`src/rtl/pic_sequencer.sv`:
```
// pic_sequencer: phase generator, program counter, two-stage fetch/execute
// pipeline and hardware return stack for the PIC-style core.
// Optional build macro: PIC_SEQ_STACK_CHECK_EN enables the sticky stack
// overflow/underflow flags and makes a pop on an empty stack return address 0.
module pic_sequencer #(
    parameter int PHASES      = 4,
    parameter int PC_WIDTH    = 11,
    parameter int INSN_WIDTH  = 14,
    parameter int STACK_DEPTH = 8
) (
    input  logic                               clk,
    input  logic                               reset,
    input  logic                               stall,
    input  logic [INSN_WIDTH-1:0]              insn_in,
    input  logic [2:0]                         pc_op,
    input  logic [PC_WIDTH-1:0]                target,
    input  logic                               op_valid,
    output logic [PHASES-1:0]                  q,
    output logic [PC_WIDTH-1:0]                counter,
    output logic [INSN_WIDTH-1:0]              inst_reg,
    output logic                               flush,
    output logic [$clog2(STACK_DEPTH+1)-1:0]   stack_ptr,
    output logic                               stack_ovf,
    output logic                               stack_unf
);

    localparam int PH_W  = $clog2(PHASES);
    localparam int SP_W  = $clog2(STACK_DEPTH + 1);
    localparam int IDX_W = (STACK_DEPTH > 1) ? $clog2(STACK_DEPTH) : 1;

    typedef enum logic [2:0] {
        OP_INC  = 3'd0,
        OP_GOTO = 3'd1,
        OP_CALL = 3'd2,
        OP_RET  = 3'd3,
        OP_SKIP = 3'd4
    } pc_op_e;

    logic [PH_W-1:0]     phase;
    pc_op_e              cap_op;
    logic [PC_WIDTH-1:0] cap_tgt;
    logic [PC_WIDTH-1:0] stk [STACK_DEPTH];
    logic [IDX_W-1:0]    top;
    logic [IDX_W-1:0]    top_inc;
    logic [IDX_W-1:0]    top_dec;
    logic [PC_WIDTH-1:0] pop_val;
    logic [PC_WIDTH-1:0] ctr_nxt;
    logic                do_push;
    logic                do_pop;
    logic                kill;
    logic                stk_full;
    logic                stk_empty;

    // Edge qualifiers: capture edge leaves phase PHASES-2, cycle end leaves PHASES-1
    wire adv     = !stall;
    wire at_last = (phase == PH_W'(PHASES - 1));
    wire at_capt = (phase == PH_W'(PHASES - 2));
    wire cyc_end = adv && at_last;

    assign q         = PHASES'(1) << phase;
    assign stk_full  = (stack_ptr == SP_W'(STACK_DEPTH));
    assign stk_empty = (stack_ptr == '0);
    assign top_inc   = (top == IDX_W'(STACK_DEPTH - 1)) ? '0 : top + IDX_W'(1);
    assign top_dec   = (top == '0) ? IDX_W'(STACK_DEPTH - 1) : top - IDX_W'(1);

`ifdef PIC_SEQ_STACK_CHECK_EN
    logic ovf_q;
    logic unf_q;

    // Empty pop is a detected error: send the core to the reset vector
    assign pop_val = stk_empty ? '0 : stk[top];

    // Sticky stack error flags, cleared only by reset
    always_ff @(posedge clk or negedge reset) begin
        if (!reset) begin
            ovf_q <= 1'b0;
            unf_q <= 1'b0;
        end else if (cyc_end) begin
            if (do_push && stk_full) ovf_q <= 1'b1;
            if (do_pop && stk_empty) unf_q <= 1'b1;
        end
    end

    assign stack_ovf = ovf_q;
    assign stack_unf = unf_q;
`else
    // Unchecked build: an empty pop just reads whatever sits at the top index
    assign pop_val   = stk[top];
    assign stack_ovf = 1'b0;
    assign stack_unf = 1'b0;
`endif

    // Next PC and stack action for the captured op; any non-INC op kills the fetch
    always_comb begin
        ctr_nxt = counter + PC_WIDTH'(1);
        do_push = 1'b0;
        do_pop  = 1'b0;
        kill    = 1'b1;
        case (cap_op)
            OP_GOTO: ctr_nxt = cap_tgt;
            OP_CALL: begin
                ctr_nxt = cap_tgt;
                do_push = 1'b1;
            end
            OP_RET: begin
                ctr_nxt = pop_val;
                do_pop  = 1'b1;
            end
            OP_SKIP: ctr_nxt = counter + PC_WIDTH'(1);
            default: kill = 1'b0;
        endcase
    end

    // Phase counter, frozen by stall
    always_ff @(posedge clk or negedge reset) begin
        if (!reset)
            phase <= '0;
        else if (adv)
            phase <= at_last ? '0 : phase + PH_W'(1);
    end

    // Latch the control op one phase before the cycle ends; undefined codes act as INC
    always_ff @(posedge clk or negedge reset) begin
        if (!reset) begin
            cap_op  <= OP_INC;
            cap_tgt <= '0;
        end else if (adv && at_capt) begin
            cap_op  <= (op_valid && pc_op <= 3'd4) ? pc_op_e'(pc_op) : OP_INC;
            cap_tgt <= target;
        end
    end

    // PC update and fetch at cycle end; a taken transfer injects one NOP
    always_ff @(posedge clk or negedge reset) begin
        if (!reset) begin
            counter  <= '0;
            inst_reg <= '0;
            flush    <= 1'b1;
        end else if (cyc_end) begin
            counter  <= ctr_nxt;
            inst_reg <= kill ? '0 : insn_in;
            flush    <= kill;
        end
    end

    // Circular return stack: full push overwrites the oldest, empty pop leaves count at 0
    always_ff @(posedge clk or negedge reset) begin
        if (!reset) begin
            top       <= '0;
            stack_ptr <= '0;
            for (int i = 0; i < STACK_DEPTH; i++) stk[i] <= '0;
        end else if (cyc_end) begin
            if (do_push) begin
                stk[top_inc] <= counter;
                top          <= top_inc;
                if (!stk_full) stack_ptr <= stack_ptr + SP_W'(1);
            end else if (do_pop && !stk_empty) begin
                top       <= top_dec;
                stack_ptr <= stack_ptr - SP_W'(1);
            end
        end
    end

endmodule

```
`config.mk`:
```
export PLATFORM = sky130hd
export DESIGN_NAME = pic_sequencer
export DESIGN_NICKNAME = d
export VERILOG_FILES = /design/src/rtl/pic_sequencer.sv
export SDC_FILE = /design/constraint.sdc
export NUM_CORES = 1
export LEC_CHECK = 0
export CAP_MARGIN = 40
export CELL_PAD_IN_SITES_DETAIL_PLACEMENT = 0
export CELL_PAD_IN_SITES_GLOBAL_PLACEMENT = 2
export CORE_MARGIN = 5
export CORE_UTILIZATION = 30
export DETAILED_ROUTE_END_ITERATION = 10
export GPL_TIMING_DRIVEN = 0
export PLACE_DENSITY_LB_ADDON = 0.1
export SYNTH_ARGS = -nofsm -noshare
export SYNTH_HDL_FRONTEND = slang
export SYNTH_SLANG_ARGS = --single-unit
```
`constraint.sdc`:
```
create_clock -name clk -period 3.3 [get_ports clk]
set_clock_uncertainty 0.1 [all_clocks]
set_input_delay 0.99 -clock clk [delete_from_list [all_inputs] [get_ports clk]]
set_output_delay 0.99 -clock clk [all_outputs]
set_load 0.02 [all_outputs]
```
==> Word level (Yosys, flattened, before mapping) <==
Cells that the tools add are included.
{ "word_totals": {"output_inout_bits": 36, "input_bits": 32, "word_cells": 73, "reg_bits": 137} }
{ "classes": {"reduce_logical": 15, "add_sub_neg": 6, "order_cmp": 4, "n_eq_ne": 9, "shifts": 1, "bitwise": 2, "n_mux": 20} }
{ "op_table": {"columns": ["cell", "n"], "rows": [
  ["$bwmux 88", 1],
  ["$bmux 11 s3", 1],
  ["$demux 11 s3", 1],
  ["$mux 11", 3],
  ["$pmux 11 s2", 1],
  ["$mux 3", 5],
  ["$mux 14", 1],
  ["$mux 4", 3],
  ["$add 11x1->11 const B", 1],
  ["$ge 4x4->1 const B", 2],
  ["$not 3->4", 2],
  ["$eq 3x2->1 const B", 2],
  ["$eq 3x3->1 const B", 2],
  ["$logic_and 1x1->1", 5],
  ["$add 4x1->4 const B", 1],
  ["$eq 2x2->1 const B", 2],
  ["$eq 4x4->1 const B", 1],
  ["$logic_not 4->1", 1],
  ["$lt 4x1->1 const B", 1],
  ["$reduce_and 2->1", 2],
  ["$reduce_or 4->1", 1],
  ["$shl 1x2->4 const A", 1],
  ["$sub 4x1->4 const B", 1],
  ["$add 3x1->3 const B", 1],
  ["other kinds (12)", 15]
]} }

==> Longest topological paths before layout <==
Gate-level depths: netlist of the first run.
{ "depth": {"depth_word": 8, "mapped_depth": 9, "ltp_nobuf": 7} }

==> Worst setup path after synthesis of the first run <==
Ideal clock, no wire load.
{ "synth_timing": {"path_type": "register to register", "from": "register top[1]", "to": "register stk[22] in the netlist's numbering", "period_less_slack_ps": 2851, "stages_incl_launch_ff": 9, "required_time_ps": 3075, "setup_slack_ps": 449, "arrival_time_ps": 2626, "setup_time_ps": 125, "path_cell_list": "dfrtp_1 -> buf_1 -> buf_2 -> inv_1 -> ha_1 -> clkbuf_1 -> nand3b_1 -> clkbuf_1 -> mux2_2"} }
{ "synth_between": {"elab_chain_len": 8} }
{ "synth_lines": {"columns": ["item", "line_no", "source"], "rows": [
  ["from (decl)", "43", "logic [IDX_W-1:0] top;"],
  ["from (signal assigned)", "155", "top <= top_inc;"],
  ["from (signal assigned)", "158", "top <= top_dec;"],
  ["$add 3x1->3 / $eq 3x3->1 (equally long branches)", "63", "assign top_inc = (top == IDX_W'(STACK_DEPTH - 1)) ? '0 : top + IDX_W'(1);"],
  ["$mux 3 (*)", "63", null],
  ["$not 3->4 (not written as such) (*)", "154", "stk[top_inc] <= counter;"],
  ["$ge 4x4->1 (not written as such) / $lt 4x1->1 (equally long branches)", "154", null],
  ["$logic_and 1x1->1 (not written as such)", "154", null],
  ["$mux 11 (not written as such)", "154", null],
  ["$demux 11 s3 (*)", "154", null],
  ["$bwmux 88 (*)", "154", null],
  ["to (signal, indexed assignment)", "154", null],
  ["to (decl)", "42", "logic [PC_WIDTH-1:0] stk [STACK_DEPTH];"]
]} }
Mark *: on every way between the ends. The rest lies on a longest branch, timed or not.
A chain may end at the register's enable or synchronous reset.

==> Worst setup path in the final report of the first run <==
{ "layout_timing": {"from": "input port stall", "to": "register stk[47] in the netlist's numbering"} }
{ "layout_between": {"elab_chain_len": 3} }
{ "layout_lines": {"columns": ["item", "line_no", "source"], "rows": [
  ["from (decl)", "13", "input logic stall,"],
  ["$logic_not 1->1", "55", "wire adv = !stall;"],
  ["$logic_and 1x1->1", "58", "wire cyc_end = adv && at_last;"],
  ["$reduce_and 2->1 (no source line)", null, null]
]} }
No other way between the ends.

==> results of run 1 <==
-- what timing repair did --
action,in CTS,in global routing
pin swaps,0,0
gates resized for setup,5,0
endpoints found under the setup margin,82,31
-- cell families (layout without fill, tap and decap cells) --
family	after synthesis	after routing	synth area share, %
AO/OA/AOI/OAI	76	76	8.58
XOR/XNOR	4	4	0.529
adder cells (fa/ha/maj)	12	12	2.38
buffers and inverters	52	151	3.49
flip-flops	137	137	51.8
multiplexers	129	129	23.9
other	1	2	0.0566
AND/OR/NAND/NOR	118	118	9.33
-- Yosys cell counts (all sizes together), types with 4 or more instances --
library cell and number:
a21o 5, a21oi 13, a22o 16, a22oi 4
a31oi 4, buf 14, clkbuf 28, dfrtp 136
ha 11, inv 10, mux2 91, mux2i 24
mux4 14, nand2 50, nand3 13, nand3b 4
nand4 4, nor2 16, nor2b 4, nor3 6
nor4 5, o21ai 8, o221ai 4
-- report_power, final --
| group | internal [W] | total (W) | switching (W) |
|---|---|---|---|
| Sequential | 0.00209 | 0.00240 | 0.000307 |
| Combinational | 0.00111 | 0.00251 | 0.00140 |
| Clock | 0.00100 | 0.00179 | 0.000787 |
-- through the flow --
stage	utilization [%]	setup WS (ns)	power [W]	TNS, ns	hold slack (ns)
floorplan	-	0.449	0.00398	0	0.341
detailed placement	35.3	-0.662	0.00496	-22.72	0.371
global placement	35.1	-4.52	0.00491	-639.37	0.366
finish	37.9	0.207	0.00670	0	0.387
global route	37.9	0.108	0.00712	0	0.411
CTS	37.9	0.0336	0.00681	0	0.395
-- tightest hold or removal path, delay by kind of cell, from the launching register on --
kind             cells  cell delay (ns)
DFF                  1             0.35
and+or+nand+nor      2             0.11
-- per-layer routing --
metal  GRT usage (%)  vias up  part of all wire (%)
li1                -     2103                     -
met1            20.2     2314                    47
met2            24.6       95                    47
met3            2.94       15                   4.6
met4            4.67        0                   1.6
met5               0        -                     0
-- layout make-up --
class / instances / area (sq um) / area share [%]
flip-flops and latches: 137 / 3430 / 41.6
multi-input cells: 341 / 2970 / 36.0
plain buffers: 41 / 203 / 2.46
clock buffers: 19 / 443 / 5.37
repair buffers: 68 / 702 / 8.52
clock inverters: 13 / 111 / 1.35
well taps: 280 / 350 / 4.25
inverters: 10 / 37.5 / 0.455
-- worst min path at each step --
stage,startpoint,to
2_1_floorplan,cap_tgt[5],cap_tgt[5]
3_3_place_gp,cap_tgt[10],cap_tgt[10]
3_5_place_dp,cap_tgt[5],cap_tgt[5]
4_1_cts,cap_tgt[5],cap_tgt[5]
5_1_grt,flush,flush
6_report,cap_tgt[4],cap_tgt[4]
==> impl_metrics.toml, run 1 <==
[sta]
period_share_pct = 93.7
finalSetupViolations = 0
fin_crit_ns = 3.09
hold_viol_final = 0
tightest_slew_ns = 1.01
slew_headroom_pct = 32.2
slew_violations = 0
fmax_mhz = 323
rsz0062_at_grt = "false"

[drt]
wirelength_mm = 18.2
wire_per_inst_um = 20.1
drt-initial-drc-count = 217
via_per_inst = 4.98
drtAntennaViolNets = 0
drc_errors = 0
num_vias = 4527
first_pass_iters = 4

[clock_tree]
cts_buffers = 17
clock_latency_ns = 0.42
cts_hold_buf = 0
cts-root-buf = "clkbuf_16"
htreeDepth = 4
cts_max_path_buffers = 2
post-cts-setup-buffer-count = 0
cts.sinks = 137
cts_tree = "built"
clkTransAtPathRegs_ns = 0.07

[floorplanning]
die_y_um = 159
io_pins = 68
start_util_pct = 30.4
std_cell_rows = 54
core_area_sq_um = 21800
dieWidth_um = 159
die_area_sq_um = 25200

[logic_synthesis]
syn_inst = 529
post-synth-top-area-cell = "dfrtp_1"
avgSynthCellArea_sq_um = 12.5
postSynth.asyncResetShare_pct = 100
netlist_area_sq_um = 6620
ys_seq_elements = 137
yosys-top-cells-area = "dfrtp_1 51%, mux2_2 15%, mux4_2 4.8%"
synth_edf_count = 0
ys_warn_count = 0
synthDominantCellAreaShare_pct = 51.4
yosysSeqAreaShare_pct = 51.8
synthFlopType = "dfrtp_1"
synthDistinctLibCells = 62

[finish]
final_common_cell = "dfrtp_1"
final_area_sq_um = 8240
fill_cells = 2165
nets = 660
final_cell_mix = "136 x dfrtp_1, 91 x mux2_2, 64 x clkdlybuf4s50_1"
largest_reg_flops = 88
layoutNonFillerInstCount = 909
areaGrowthSynthToFinish_pct = 24.4
drive_above_1_share_pct = 25.9
diodes = 0

[setup_path]
crit_end = "stk[47]"
path_buf_inv = 3
r2r_end = "stk[5]"
crit_slowest_cell = "clkdlybuf4s50_1"
critPathLaunchType = "input pin"
cp.depth = 7
setup.worst_path.end_class = "flip-flop"
path_delay_family = "buffers and inverters"
cp-startpoint = "stall"
arrival_ns = 3.30
path_class = "in2reg"
r2r_start = "top[1]"
regToRegSetupSlack_ns = 0.24
cp_data_required_time_ns = 3.51
rr_worst_depth = 8
slowest_delay_ns = 0.52
critPathMaxFanout = 10
cp_cell_sequence = "clkdlybuf4s50_1, nand2b_1, clkbuf_1, or3_4, nor2_1, buf_4, mux2_2"

[power_and_ir_drop]
cellLeakagePower_nw = 3.77
ir_drop_v = 0.000345
power.density_nw_per_um2 = 812

[placed_design]
port_buffers = 65
dp.cells = 878
place_area_sq_um = 7680
dp_hpwl_mm = 12.8
gp_congestion = 0.766

[grt]
grt_max_degree = 88
grt_remaining_overflow = 0
antenna_found_initial = 0
grt_usage_pct = 15.0
grt_pass1_wl_mm = 28.4
grt_pass1_vias = 4854

[run_status]
outcome = "finished, final reports clean"

[min_path]
holdPathStages = 2
min_path_type = "reg2reg"

[flow_run]
timing.max_cap.violations = 0
(Power assumes the default switching activity.)
==> run 2: changes to the inputs <==
CORE_UTILIZATION = 39   (was 30)
==> run 2 against run 1 <==
Non-clock buffer count decreased by 1. Cell count shrank 6.8%. Die area shrank 22%. Total power increased by 3.9%. Flip-flop and latch count did not move. Maximum frequency shrank 0.99%. Register-to-register slack got worse by 0.04 ns. Largest power group unchanged. Count of clock-buffer cells in the layout grew 1. Global-route usage up 2.8 points. Setup slack worse by 0.031 ns. Sequential power about the same. Utilization increased by 12 points. Largest cell class unchanged.
==> impl_metrics.toml, run 2 (same netlist as run 1, synthesis figures left out) <==
[grt]
grt_max_degree = 93
grt_pass1_wl_mm = 27.3
grt_usage_pct = 17.9
grt_pass1_vias = 4779
grt_remaining_overflow = 0
antenna_found_initial = 0

[finish]
nets = 659
drive_above_1_share_pct = 25.7
final_cell_mix = "136 x dfrtp_1, 91 x mux2_2, 64 x clkdlybuf4s50_1"
areaGrowthSynthToFinish_pct = 24.3
multiInputGateArea_sq_um = 2970
seq_area_sq_um = 3430
fill_cells = 1466
layoutNonFillerInstCount = 847
largest_reg_flops = 88
diodes = 0
final_area_sq_um = 8230
final_common_cell = "dfrtp_1"

[sta]
fmax_mhz = 320
period_share_pct = 94.7
tightest_slew_ns = 0.855
fin_crit_ns = 3.12
slew_headroom_pct = 43.0
setup_ws_ns = 0.176
finalSetupViolations = 0
slew_violations = 0
rsz0062_at_grt = "false"
hold_viol_final = 0
setup_tns_ns = 0

[min_path]
min_from = "cap_tgt[9]"
min_path_type = "reg2reg"

[run_status]
outcome = "finished, final reports clean"

[placed_design]
port_buffers = 65
place_ws_ns = -0.564
place_area_sq_um = 7580
dp.cells = 816
gp_congestion = 0.780
dp_hpwl_mm = 11.8

[clock_tree]
cts_tree = "built"
cts.sinks = 137
cts_buffers = 17
cts_hold_buf = 0
clkTransAtPathRegs_ns = 0.06
post-cts-setup-buffer-count = 0
cts_max_path_buffers = 2
cts_resized = 4
cts-root-buf = "clkbuf_16"
clock_latency_ns = 0.42
htreeDepth = 4

[drt]
wl_met2_mm = 7.87
via_per_inst = 5.30
drc_errors = 0
wirelength_mm = 16.9
wire_per_inst_um = 20.0
wl_met3_um = 835
first_pass_iters = 4
met1_length_mm = 7.95
top_layer = "met4"
drtAntennaViolNets = 0
drt-initial-drc-count = 311
num_vias = 4492

[power_and_ir_drop]
power_w = 0.00696
p_int_w = 0.00455
p_seq_share_pct = 34.6
combPwrFrac_pct = 35.5
power.density_nw_per_um2 = 846
ir_drop_v = 0.000423
power.switching_w = 0.00241
cellLeakagePower_nw = 3.80
swShare_pct = 34.6
pwr-share-clk_pct = 29.9

[setup_path]
path_class = "in2reg"
crit_slowest_cell = "clkdlybuf4s50_1"
arrival_ns = 3.33
critPathMaxFanout = 10
cp_cell_sequence = "clkdlybuf4s50_1, nand2b_1, clkbuf_1, or3_4, nor2_1, buf_4, mux2_2"
r2r_start = "top[1]"
setup.worst_path.end_class = "flip-flop"
slowest_delay_ns = 0.52
path_buf_inv = 3
cp_data_required_time_ns = 3.50
critPathLaunchType = "input pin"
path_delay_family = "buffers and inverters"
cp-startpoint = "stall"

[floorplanning]
start_util_pct = 39.8
core_area_sq_um = 16600
die_area_sq_um = 19700
dieWidth_um = 140
std_cell_rows = 47
io_pins = 68
die_y_um = 140

[flow_run]
timing.max_cap.violations = 0
[run 2: cell count changes in the layout (fill, tap and decap cells not counted), moves of 2 or more]
| cell | before | now |
|---|---|---|
| clkinv_4 | 5 | 3 |
| inv_6 | 5 | 0 |
| buf_6 | 5 | 3 |
| bufinv_16 | 0 | 5 |
| buf_2 | 4 | 7 |
[run 2: worst register-to-register path, cell delays in order (launching register included)]
cell     delay, ns
dfrtp_1       0.47
buf_2         0.35
buf_2         0.38
inv_1         0.14
ha_1          0.53
nand2_1       0.09
nor2_1        0.26
buf_4         0.31
mux2_2        0.37
[run 2: worst paths after layout]
check | to | slack, ns | depth (start not counted)
worst max-delay path | stk[51] | 0.18 | 7
min in group asynchronous | phase[0] | 0.39 | 1
worst min register to register | cap_tgt[9] | 0.38 | 2
worst max register to register | stk[51] | 0.20 | 8
worst min-delay path | cap_tgt[9] | 0.38 | 2
max in group asynchronous | top[0] | 1.88 | 2
[run 2: layout make-up]
type                            instances  share of cell area [%]
Clock inverter                         11                    2.39
Timing Repair Buffer                   67                    8.31
Tap cell                              220                    3.34
Inverter                               10                   0.456
Sequential cell                       137                    41.7
Clock buffer                           20                    5.43
Buffer                                 41                    2.37
Multi-Input combinational cell        341                    36.0
[run 2: power by group through the flow]
stage,registers (W),logic (W),clock network (W)
final,0.00241,0.00247,0.00208
after global placement,0.00242,0.00245,0
after CTS,0.00241,0.00252,0.00212
after global routing,0.00246,0.00271,0.00219
after detailed placement,0.00243,0.00250,0
after floorplan,0.00253,0.00145,0
[run 2: per-stage QoR]
step	hold WS [ns]	util, %
2_1_floorplan	0.341	-
3_5_place_dp	0.366	45.6
5_1_grt	0.411	49.5
4_1_cts	0.390	49.4
3_3_place_gp	0.368	45.4
6_report	0.385	49.5
[run 2: per-layer routing]
metal	vias to the layer above	GRT usage, %
li1	2106	-
met1	2267	24.9
met2	98	28.1
met3	21	3.75
met4	0	5.56
met5	-	0
